**src/rtl/breakout_pkg.sv**
```systemverilog
// Shared BCD constants and helpers for the Breakout score and display logic.
package breakout_pkg;

  localparam int unsigned BCD_W   = 4;
  localparam int unsigned MAX_DIG = 8;
  localparam logic [BCD_W-1:0] BCD_MAX = 4'd9;

  // All-nines packed BCD pattern for the low 'digits' digits of an 8-digit field.
  function automatic logic [MAX_DIG*BCD_W-1:0] bcd_nines(input int unsigned digits);
    logic [MAX_DIG*BCD_W-1:0] r;
    r = '0;
    for (int unsigned i = 0; i < MAX_DIG; i++) begin
      if (i < digits) r[i*BCD_W +: BCD_W] = BCD_MAX;
    end
    return r;
  endfunction

endpackage

```
**src/rtl/bcd_digit_add.sv**
```systemverilog
// One BCD digit of the score adder: digit + addend + carry-in with decimal correction.
module bcd_digit_add
  import breakout_pkg::*;
(
  input  logic [BCD_W-1:0] d,
  input  logic [BCD_W-1:0] addend,
  input  logic             cin,
  output logic [BCD_W-1:0] sum,
  output logic             cout
);

  localparam int unsigned RAW_W = BCD_W + 1;
  localparam logic [RAW_W-1:0] TEN = RAW_W'(10);

  logic [RAW_W-1:0] raw;

  always_comb begin
    raw  = {1'b0, d} + {1'b0, addend} + {{BCD_W{1'b0}}, cin};
    sum  = raw[BCD_W-1:0];
    cout = 1'b0;
    if (raw > {1'b0, BCD_MAX}) begin
      sum  = BCD_W'(raw - TEN);
      cout = 1'b1;
    end
  end

endmodule

```
**src/rtl/bcd_score_keeper.sv**
```systemverilog
// N-digit packed-BCD score accumulator with overflow policy and session high score.
module bcd_score_keeper
  import breakout_pkg::*;
#(
  parameter int unsigned DIGITS   = 4,
  parameter bit          SATURATE = 1'b1
) (
  input  logic                clk,
  input  logic                rst,
  input  logic                clr,
  input  logic                add_valid,
  input  logic [3:0]          add_amt,
  output logic [4*DIGITS-1:0] score,
  output logic [4*DIGITS-1:0] hi_score,
  output logic                new_hi,
  output logic                ovf
);

  localparam int unsigned SW = BCD_W * DIGITS;
  localparam logic [SW-1:0] NINES = SW'(bcd_nines(DIGITS));

  logic [SW-1:0]    score_q, score_d;
  logic [SW-1:0]    hi_q, hi_d;
  logic             new_hi_q, new_hi_d;
  logic             ovf_q, ovf_d;
  logic [BCD_W-1:0] amt_c;
  logic [SW-1:0]    sum_c;
  logic [DIGITS:0]  carry;
  logic             gt_c;
  logic             decided;

  assign amt_c    = (add_amt > BCD_MAX) ? BCD_MAX : add_amt;
  assign carry[0] = 1'b0;

  // Combinational ripple: only digit 0 sees the addend, the rest add carry only.
  for (genvar g = 0; g < int'(DIGITS); g++) begin : g_digit
    bcd_digit_add u_add (
      .d      (score_q[g*BCD_W +: BCD_W]),
      .addend ((g == 0) ? amt_c : {BCD_W{1'b0}}),
      .cin    (carry[g]),
      .sum    (sum_c[g*BCD_W +: BCD_W]),
      .cout   (carry[g+1])
    );
  end

  // BCD magnitude compare, most significant digit first.
  always_comb begin
    gt_c    = 1'b0;
    decided = 1'b0;
    for (int i = int'(DIGITS) - 1; i >= 0; i--) begin
      if (!decided && (score_q[i*BCD_W +: BCD_W] != hi_q[i*BCD_W +: BCD_W])) begin
        decided = 1'b1;
        gt_c    = score_q[i*BCD_W +: BCD_W] > hi_q[i*BCD_W +: BCD_W];
      end
    end
  end

  always_comb begin
    score_d  = score_q;
    ovf_d    = ovf_q;
    hi_d     = hi_q;
    new_hi_d = gt_c;
    if (gt_c) hi_d = score_q;
    if (clr) begin
      score_d = '0;
      ovf_d   = 1'b0;
    end else if (add_valid) begin
      score_d = sum_c;
      if (carry[DIGITS]) begin
        ovf_d = 1'b1;
        if (SATURATE) score_d = NINES;
      end
    end
  end

  always_ff @(posedge clk or negedge rst) begin
    if (!rst) begin
      score_q  <= '0;
      hi_q     <= '0;
      new_hi_q <= 1'b0;
      ovf_q    <= 1'b0;
    end else begin
      score_q  <= score_d;
      hi_q     <= hi_d;
      new_hi_q <= new_hi_d;
      ovf_q    <= ovf_d;
    end
  end

  assign score    = score_q;
  assign hi_score = hi_q;
  assign new_hi   = new_hi_q;
  assign ovf      = ovf_q;

endmodule

```
**config.mk**
```make
export PLATFORM = sky130hd
export DESIGN_NAME = bcd_score_keeper
export DESIGN_NICKNAME = d
export VERILOG_FILES = /design/src/rtl/breakout_pkg.sv /design/src/rtl/bcd_digit_add.sv /design/src/rtl/bcd_score_keeper.sv
export SDC_FILE = /design/constraint.sdc
export NUM_CORES = 1
export LEC_CHECK = 0
export CAP_MARGIN = 20
export CORE_MARGIN = 10
export CORE_UTILIZATION = 53
export CTS_BUF_LIST = sky130_fd_sc_hd__clkbuf_8 sky130_fd_sc_hd__clkbuf_16
export CTS_CLUSTER_DIAMETER = 60
export DETAILED_ROUTE_END_ITERATION = 8
export PLACE_DENSITY = 0.78
export SYNTH_ARGS = -nofsm -noshare
export SYNTH_HDL_FRONTEND = slang
export SYNTH_SLANG_ARGS = --single-unit
```
**constraint.sdc**
```tcl
create_clock -name clk -period 6.9 [get_ports clk]
set_clock_uncertainty 0.05 [all_clocks]
set_input_delay 2.07 -clock clk [delete_from_list [all_inputs] [get_ports clk]]
set_output_delay 2.07 -clock clk [all_outputs]
set_load 0.005 [all_outputs]
```
## Yosys cells after proc, flatten, opt, wreduce, memory -nomap -nowiden

Cells that the tools add are included.

| storage, ports and cells | value |
|---|---|
| register bits after elaboration | 34 |

| operators by class | value |
|---|---|
| reductions and logical operators | 9 |
| mux-type cells | 22 |
| $add $sub $neg | 8 |
| equality and inequality tests | 4 |
| order comparisons | 9 |

Operator list:

| kind | number |
|---|---|
| 2-to-1 mux 16 bit | 3 |
| > comparator 5 x 4 -> 1 bit (second input constant) | 4 |
| 2-to-1 mux 4 bit | 5 |
| > comparator 4 bit | 4 |
| != test 4 bit | 4 |
| subtractor 4 bit (second input constant) | 4 |
| adder 4 x 1 -> 5 bit | 3 |
| 2-to-1 mux 1 bit | 14 |
| adder 4 x 4 -> 5 bit | 1 |
| > comparator 4 bit (second input constant) | 1 |
| nonzero test 2 bit | 2 |
| logical AND 1 bit | 3 |
| logical NOT 1 bit | 3 |
| AND reduction 2 bit | 1 |

## Depth between registers and ports, before layout

Gate-level depths: netlist of run 1.

| logic depth | value |
|---|---|
| depth in word-level cells | 17 |
| depth in mapped cells | 30 |

## Hierarchy

Synthesis of run 1 repeated with hierarchy kept, for this count alone.

| unflattened totals | value |
|---|---|
| cells, all modules | 260 |
| area total of the unflattened synthesis | 2727.6 um^2 |

By module, submodules not included:

| module | sequential area each (um^2) | cells each | area an instance (um^2) | times used |
|---|---|---|---|---|
| bcd_score_keeper | 850.8 | 172 | 1881.8 | 1 |
| bcd_digit_add | 0.0 | 22 | 211.5 | 4 |

## Worst setup path after synthesis of run 1

OpenSTA, ideal clock, no wires.

| timing path | value |
|---|---|
| path type | input-to-reg |
| from | in add_amt[2] |
| to | reg score_q[14], in the netlist score[14] |
| setup slack | -0.029 ns |
| library setup time | 0.079 ns |
| required time | 6.771 ns |
| stages on the path | 28 |
| arrival time | 6.800 ns |
| cell sequence | o21ai_0 -> nand2b_1 -> ha_1 -> inv_1 -> fa_1 -> and2_1 -> o21ai_1 -> ha_1 -> ha_1 -> inv_1 -> a21oi_1 -> a21oi_1 -> nor2_1 -> ha_1 -> ha_1 -> nand2b_1 -> mux2i_1 -> nor2_1 -> ha_1 -> ha_1 -> nand2b_1 -> a21oi_1 -> o21ba_1 -> buf_6 -> nor3b_4 -> buf_6 -> a21oi_2 -> mux2i_1 |

| between the ends | value |
|---|---|
| word-level cells in the longest chain between the ends | 17 |

RTL lines:

| what | line | text |
|---|---|---|
| from (decl) | bcd_score_keeper.sv:12 | `input logic [3:0] add_amt,` |
| > comparator 4 bit | bcd_score_keeper.sv:32 | `assign amt_c = (add_amt > BCD_MAX) ? BCD_MAX : add_amt;` |
| 2-to-1 mux 4 bit (*) | bcd_score_keeper.sv:32 |  |
| adder 4 x 4 -> 5 bit (*) | bcd_digit_add.sv:18 | `raw = {1'b0, d} + {1'b0, addend} + {{BCD_W{1'b0}}, cin};` |
| > comparator 5 x 4 -> 1 bit (*) | bcd_digit_add.sv:21 | `if (raw > {1'b0, BCD_MAX}) begin` |
| 2-to-1 mux 1 bit (*) | bcd_digit_add.sv:21 |  |
| adder 4 x 1 -> 5 bit (*) | bcd_digit_add.sv:18 |  |
| > comparator 5 x 4 -> 1 bit (*) | bcd_digit_add.sv:21 |  |
| 2-to-1 mux 1 bit (*) | bcd_digit_add.sv:21 |  |
| adder 4 x 1 -> 5 bit (*) | bcd_digit_add.sv:18 |  |
| > comparator 5 x 4 -> 1 bit (*) | bcd_digit_add.sv:21 |  |
| 2-to-1 mux 1 bit (*) | bcd_digit_add.sv:21 |  |
| adder 4 x 1 -> 5 bit (*) | bcd_digit_add.sv:18 |  |
| subtractor 4 bit / > comparator 5 x 4 -> 1 bit (equally long branches) | bcd_digit_add.sv:22, bcd_digit_add.sv:21 |  |
| 2-to-1 mux 4 bit / 2-to-1 mux 1 bit (equally long branches) | bcd_digit_add.sv:21 |  |
| 2-to-1 mux 16 bit (*) | bcd_score_keeper.sv:69 | `if (carry[DIGITS]) begin` |
| 2-to-1 mux 16 bit (*) | bcd_score_keeper.sv:67 | `end else if (add_valid) begin` |
| 2-to-1 mux 16 bit (*) | bcd_score_keeper.sv:64 | `if (clr) begin` |
| to (signal assigned) | bcd_score_keeper.sv:83 | `score_q <= score_d;` |
| to (decl) | bcd_score_keeper.sv:22 | `logic [SW-1:0] score_q, score_d;` |

Every way passes the cells marked *; elsewhere a longest branch is shown, timed or not. The select of a mux whose other input is x is not followed.
A chain may end at the register's enable or synchronous reset.

## Worst setup path in the final report of run 1

| timing path | value |
|---|---|
| from | in add_amt[1] |
| to | reg score_q[11], in the netlist score[11] |

| between the ends | value |
|---|---|
| word-level cells in the longest chain between the ends | 17 |

RTL lines:

| what | line |
|---|---|
| > comparator 4 bit | bcd_score_keeper.sv:32 |
| 2-to-1 mux 4 bit (*) | bcd_score_keeper.sv:32 |
| adder 4 x 4 -> 5 bit (*) | bcd_digit_add.sv:18 |
| > comparator 5 x 4 -> 1 bit (*) | bcd_digit_add.sv:21 |
| 2-to-1 mux 1 bit (*) | bcd_digit_add.sv:21 |
| adder 4 x 1 -> 5 bit (*) | bcd_digit_add.sv:18 |
| > comparator 5 x 4 -> 1 bit (*) | bcd_digit_add.sv:21 |
| 2-to-1 mux 1 bit (*) | bcd_digit_add.sv:21 |
| adder 4 x 1 -> 5 bit (*) | bcd_digit_add.sv:18 |
| > comparator 5 x 4 -> 1 bit | bcd_digit_add.sv:21 |
| 2-to-1 mux 1 bit | bcd_digit_add.sv:21 |
| adder 4 x 1 -> 5 bit | bcd_digit_add.sv:18 |
| > comparator 5 x 4 -> 1 bit | bcd_digit_add.sv:21 |
| 2-to-1 mux 1 bit | bcd_digit_add.sv:21 |
| 2-to-1 mux 16 bit (*) | bcd_score_keeper.sv:69 |
| 2-to-1 mux 16 bit (*) | bcd_score_keeper.sv:67 |
| 2-to-1 mux 16 bit (*) | bcd_score_keeper.sv:64 |

Marks and branches as above.

==> flow_summary_export.csv, run 1 <==
group,metric,value,unit
status,status,"finished, final reports clean",
final_layout,drive_gt1_share,27.9,%
flow_run,drv_cap,0,
die,ioPinCount,42,
final_layout,register_area,851,µm²
yosys,synthMuxAreaShare,9.85,%
placed_design,dpl.hpwl,4170,µm
yosys,synthAdderAreaFrac,16.1,%
clock_tree,worst_setup_hold_path_clk_slew,70,ps
timing,fin_crit_sh,98.8,%
power_and_ir_drop,vdd_ir_drop_max,190,µV
timing,slew_violations,0,
global_routing,grt-ovfl-total,0,
placed_design,place_congestion,0.888,
final_layout,nets,349,
clock_tree,cts_inserted_buffers,5,
clock_tree,clock_sinks,34,
die,die-area,7560,µm²
clock_tree,cts_hold_buf,0,
die,die_h,86.9,µm
die,initial_core_util,54.5,%
setup_path,regToRegSetupSlack,1990,ps
drt,drtIter0Drc,90,
timing,slew_headroom,51.6,%
final_layout,multiInputGateArea,1470,µm²
hold_path,min_from,"ovf",
timing,setup_viol,0,
drt,num_vias,1979,
power_and_ir_drop,leakage,1.51,nW
yosys,netlist_instances,236,
yosys,yosysMostFrequentCell,"dfrtp_1",
yosys,syn_nets,274,
die,die_x,86.9,µm
yosys,synth-seq-cells,34,
setup_path,cpPeakStageDelay,470,ps
setup_path,crit_slowest_cell,"clkdlybuf4s50_1",
power_and_ir_drop,power,0.905,mW
yosys,synth_top_family_by_area,"compound AO/OA/AOI/OAI gates",
yosys,synth-seq-area-share,35.8,%
global_routing,grt_pass1_wl,9600,µm
setup_path,cp_common_cell,"ha_2",
drt,vias_per_cell,5.44,
timing,max_freq,147,MHz
global_routing,antenna_found_initial,0,
setup_path,worstRegToRegCells,24,
timing,finalHoldViolCount,0,
timing,tns,0,ps
yosys,yosys.area_share.simple,11.4,%
yosys,synth_edf_count,0,
global_routing,grt_pass1_vias,2010,
setup_path,critPathRequiredTime,6970,ps
final_layout,postLayoutCellArea,3280,µm²
yosys,async_flop_share,100,%
final_layout,antenna_cells,0,
setup_path,path_max_fanout,8,
yosys,synth_compound_area_share,16.6,%
clock_tree,ctsLongestPathBuffers,2,
yosys,yosysTopAreaCell,"dfrtp_1",
global_routing,grt_usage,15.7,%
setup_path,rr_startpoint,"score[0]",
yosys,synth_xor_area_share,3.32,%
clock_tree,root_buffer,"clkbuf_8",
timing,tightest_slew,723,ps
clock_tree,tritoncts,"done",
setup_path,arrival,6890,ps
placed_design,place_area,3010,µm²
hold_path,min_path_type,"register to register",
yosys,synth_cell_types,47,
die,row_count,24,
yosys,synthTopCellsByArea,"dfrtp_1 36%, ha_1 15%, mux2_4 4.4%",
yosys,yosys-top-cells-count,"34 x dfrtp_1, 29 x ha_1, 26 x inv_1",
setup_path,critical_path_class,"input port to register",
global_routing,grt_max_degree,35,
die,core_area,4350,µm²
yosys,syn_area,2370,µm²
setup_path,crit_path_end_kind,"register",
final_layout,syn2layout_area_growth,37.9,%
yosys,ys.flop_type,"dfrtp_1",
placed_design,portBuffers,41,
setup_path,cp-start-kind,"input port",
yosys,syn_avg_cell_area,10.1,µm²
drt,drc,0,
clock_tree,insertion_delay,290,ps
setup_path,r2r-end,"score[11]",
clock_tree,cts.htree.levels,2,
hold_path,whs_path_depth,2,
yosys,ys_warn_count,0,
timing,period_needed,6820,ps
hold_path,hold_end,"ovf",
power_and_ir_drop,power_density,276,nW/µm²
yosys,synth_top_cell_area_share,35.8,%
drt,route.antenna.remaining_nets,0,
final_layout,fill_cells,303,
drt,wl,5990,µm
drt,post_drt_wl_per_cell,16.5,µm
drt,dr.pass1.iters,4,
final_layout,final_core_util,75.2,%
-- state kept, by name (all words and copies together), names as in the netlist --
name / cells
score: 16
hi_score: 16
ovf: 1
new_hi: 1
-- cells by family after synthesis --
| family | after synthesis |
|---|---|
| simple gates | 53 |
| compound gates | 55 |
| flops | 34 |
| buf+inv | 36 |
| fa+ha+maj | 30 |
| xor+xnor | 9 |
| mux | 19 |
-- final cells by class --
class	instances	share of cell area, %
multi-input cells	166	44.7
inverters	26	2.98
clock buffers	6	2.52
well taps	52	1.99
repair buffers	78	21.5
clock inverters	2	0.267
flip-flops and latches	34	26.0
-- worst max-delay path: cells and delay by family --
kind | cells | cell delay, ps
fa+ha+maj | 8 | 1790
compound gates | 7 | 1150
simple gates | 7 | 780
buf+inv | 3 | 680
mux | 1 | 220
xor+xnor | 1 | 170
-- what timing repair did --
action	4_1_cts	5_1_grt
buffers inserted	4	5
setup endpoints to repair	15	16
gates resized for setup	7	19
pin swaps	5	10
-- worst max-delay path by stage --
stage	startpoint	endpoint	slack (ps)	cells past startpoint
after floorplan	add_amt[2]	score[14]	40	29
after global placement	add_amt[3]	score[14]	-250	28
after detailed placement	add_amt[3]	score[14]	-460	29
after CTS	add_amt[3]	score[14]	20	28
after global routing	add_amt[1]	score[11]	-160	27
final	add_amt[1]	score[11]	80	27
-- power by group --
| group | leakage, nW | internal (mW) | switching (mW) |
|---|---|---|---|
| sequential | 0.460 | 0.231 | 0.0306 |
| clock | 0.0524 | 0.0791 | 0.0740 |
| combinational | 0.995 | 0.263 | 0.227 |
-- through the flow --
| step | cells | hold WS, ps | setup WS, ps |
|---|---|---|---|
| final | 364 | 465 | 80.7 |
| after global routing | 364 | 495 | -160 |
| after CTS | 359 | 468 | 17.8 |
| after detailed placement | 347 | 450 | -465 |
| after global placement | 347 | 446 | -249 |
| after floorplan | 236 | 436 | 35.6 |
-- placed cells by master (no fill, tap or decap), types with 3 or more instances in the layout --
master and n:
mux2_4 7, mux2i_1 5, nor2_2 3, nor3_1 3
mux2_2 7, clkbuf_8 6, nand4_1 4, buf_4 36
clkdlybuf4s50_1 39, ha_4 3, a22o_1 5, inv_1 26
a211oi_1 9, o21ai_1 3, ha_2 4, nand2_1 9
a21oi_1 8, xnor2_1 6, a21oi_2 8, dfrtp_1 34
nand2b_1 4, nor2_1 19, nor2b_1 3, o21ai_0 3
ha_1 22
-- layer usage --
metal / up-vias / track usage [%] / share of wire (%)
met5: - / 0 / 0
met4: 0 / 4.86 / 1.9
met3: 11 / 4.12 / 3.9
met2: 35 / 26.5 / 51
met1: 958 / 19.0 / 44
li1: 975 / - / -
(Power assumes the default switching activity.)
==> run 2: changes to the inputs <==
--- a/config.mk
+++ b/config.mk
@@ -7,11 +7,12 @@
 export LEC_CHECK = 0
 export CAP_MARGIN = 20
 export CORE_MARGIN = 10
-export CORE_UTILIZATION = 53
+export CORE_UTILIZATION = 50
 export CTS_BUF_LIST = sky130_fd_sc_hd__clkbuf_8 sky130_fd_sc_hd__clkbuf_16
 export CTS_CLUSTER_DIAMETER = 60
 export DETAILED_ROUTE_END_ITERATION = 8
-export PLACE_DENSITY = 0.78
+export PLACE_DENSITY = 0.74
+export SLEW_MARGIN = 10
 export SYNTH_ARGS = -nofsm -noshare
 export SYNTH_HDL_FRONTEND = slang
 export SYNTH_SLANG_ARGS = --single-unit
==> run 2 against run 1 <==
Sequential power barely moved. Clock power barely moved. Die area up 4.6%.
==> flow_summary_export.csv, run 2 (synthesized netlist as in run 1, its figures left out) <==
group,metric,value,unit
final_layout,postLayoutCellArea,3320,µm²
global_routing,grt_pass1_vias,2082,
clock_tree,insertion_delay,290,ps
die,core_area,4660,µm²
power_and_ir_drop,vdd_ir_drop_max,194,µV
die,initial_core_util,51.0,%
setup_path,critical_path_class,"input port to register",
drt,post_drt_wl_per_cell,17.2,µm
clock_tree,ctsLongestPathBuffers,2,
setup_path,cpPeakStageDelay,440,ps
placed_design,dpl.hpwl,4250,µm
drt,dr.pass1.iters,4,
drt,num_vias,2058,
final_layout,register_area,851,µm²
drt,route.antenna.remaining_nets,0,
final_layout,layout_common_cells,"38 x clkdlybuf4s50_1, 37 x buf_4, 34 x dfrtp_1",
global_routing,antenna_found_initial,0,
clock_tree,worst_setup_hold_path_clk_slew,70,ps
final_layout,antenna_cells,0,
drt,drc,0,
final_layout,nets,351,
drt,drtIter0Drc,74,
final_layout,layout_commonest_cell,"clkdlybuf4s50_1",
setup_path,critPathRequiredTime,6990,ps
final_layout,syn2layout_area_growth,39.6,%
timing,tns,0,ps
drt,wl,6330,µm
power_and_ir_drop,power,0.929,mW
setup_path,regToRegSetupSlack,1930,ps
setup_path,cp_common_cell,"ha_2",
die,row_count,25,
clock_tree,clock_sinks,34,
timing,finalHoldViolCount,0,
drt,vias_per_cell,5.59,
final_layout,multiInputGateArea,1490,µm²
hold_path,whs_path_depth,1,
setup_path,worstRegToRegCells,24,
clock_tree,root_buffer,"clkbuf_8",
timing,slew_headroom,49.2,%
global_routing,met1_usage,17.9,%
placed_design,portBuffers,41,
setup_path,cp.depth,26,
global_routing,grt_pass1_wl,9830,µm
die,die_h,88.9,µm
global_routing,grt-ovfl-total,0,
timing,finalWorstSetupSlack,126,ps
timing,tightest_slew,760,ps
final_layout,final_core_util,71.1,%
setup_path,crit_slowest_cell,"clkdlybuf4s50_1",
setup_path,cp_num_buf_inv,4,
power_and_ir_drop,power_density,280,nW/µm²
final_layout,drive_gt1_share,29.0,%
status,status,"finished, final reports clean",
global_routing,grt_util_met2,28.3,%
setup_path,crit_family,"adder cells",
clock_tree,cts.htree.levels,2,
power_and_ir_drop,leakage,1.52,nW
clock_tree,tritoncts,"done",
setup_path,arrival,6860,ps
placed_design,place_area,2990,µm²
setup_path,crit_path_end_kind,"register",
global_routing,grt_max_degree,35,
die,ioPinCount,42,
global_routing,grt.busiest_layer,"met2",
timing,setup_viol,0,
placed_design,place_congestion,0.860,
timing,max_freq,148,MHz
flow_run,drv_cap,0,
final_layout,fill_cells,322,
die,die-area,7910,µm²
global_routing,met3_usage,3.92,%
setup_path,cp-start-kind,"input port",
hold_path,min_path_type,"register to register",
placed_design,dp_slack,-469,ps
global_routing,grt_usage,16.0,%
timing,slew_violations,0,
clock_tree,cts_inserted_buffers,5,
timing,fin_crit_sh,98.2,%
die,die_x,88.9,µm
timing,period_needed,6770,ps
setup_path,path_max_fanout,8,
-- run 2: path summary, 6_finish.rpt --
path                                   from           end
worst max register to register     score[0]      score[3]
min in group asynchronous               rst      score[4]
worst min-delay path            hi_score[9]   hi_score[9]
worst min register to register  hi_score[9]   hi_score[9]
max in group asynchronous               rst  hi_score[12]
worst max-delay path             add_amt[0]      score[3]
-- run 2: area by class of cell --
| type | instances | area share, % |
|---|---|---|
| Inverter | 26 | 2.94 |
| Clock inverter | 2 | 0.264 |
| Sequential cell | 34 | 25.7 |
| Clock buffer | 6 | 2.49 |
| Multi-Input combinational cell | 166 | 44.8 |
| Tap cell | 54 | 2.04 |
| Timing Repair Buffer | 80 | 21.8 |
-- run 2: power by group --
part / switching [mW] / leakage [nW] / internal (mW)
clock network: 0.0761 / 0.0524 / 0.0791
registers: 0.0318 / 0.460 / 0.231
logic: 0.235 / 1.01 / 0.276
-- run 2: through the flow --
stage | std cells | hold slack [ps]
CTS | 364 | 493
finish | 368 | 492
global route | 368 | 511
global placement | 346 | 444
floorplan | 236 | 436
detailed placement | 346 | 472
-- run 2: worst register-to-register path: stages, from the launching register on --
cell,delay [ps]
dfrtp_1,460
ha_2,220
inv_1,50
fa_2,380
xor2_2,160
and2_4,170
o21ai_2,150
ha_2,240
ha_4,220
o22a_1,210
nor2_2,170
nor2_2,70
ha_2,200
ha_4,270
inv_1,50
o211a_1,140
nor2_2,140
ha_2,230
ha_4,210
nand2b_1,130
a21oi_1,120
o21ba_4,180
buf_4,170
a211oi_1,280
a211oi_1,130
-- run 2: routing by layer --
layer	part of all wire [%]	routed length (µm)
met1	40	2530
met5	0	0
met4	1.6	100
met3	6.4	403
met2	52	3300
-- run 2: what timing repair did --
item                                   in CTS  in global routing
endpoints found under the hold margin       0                  0
hold buffers                                0                  0
resized for setup                          10                 21
pin swaps                                   5                 10
setup endpoints to repair                  14                 16
buffers inserted                           10                  4
==> run 3: changes to the inputs <==
--- a/config.mk
+++ b/config.mk
@@ -7,11 +7,11 @@
 export LEC_CHECK = 0
 export CAP_MARGIN = 20
 export CORE_MARGIN = 10
-export CORE_UTILIZATION = 50
+export CORE_UTILIZATION = 53
 export CTS_BUF_LIST = sky130_fd_sc_hd__clkbuf_8 sky130_fd_sc_hd__clkbuf_16
 export CTS_CLUSTER_DIAMETER = 60
 export DETAILED_ROUTE_END_ITERATION = 8
-export PLACE_DENSITY = 0.74
+export PLACE_DENSITY = 0.78
 export SLEW_MARGIN = 10
 export SYNTH_ARGS = -nofsm -noshare
 export SYNTH_HDL_FRONTEND = slang
==> results of run 3 <==
Same layout as run 1: the final DEF is identical, and so are final timing and power.
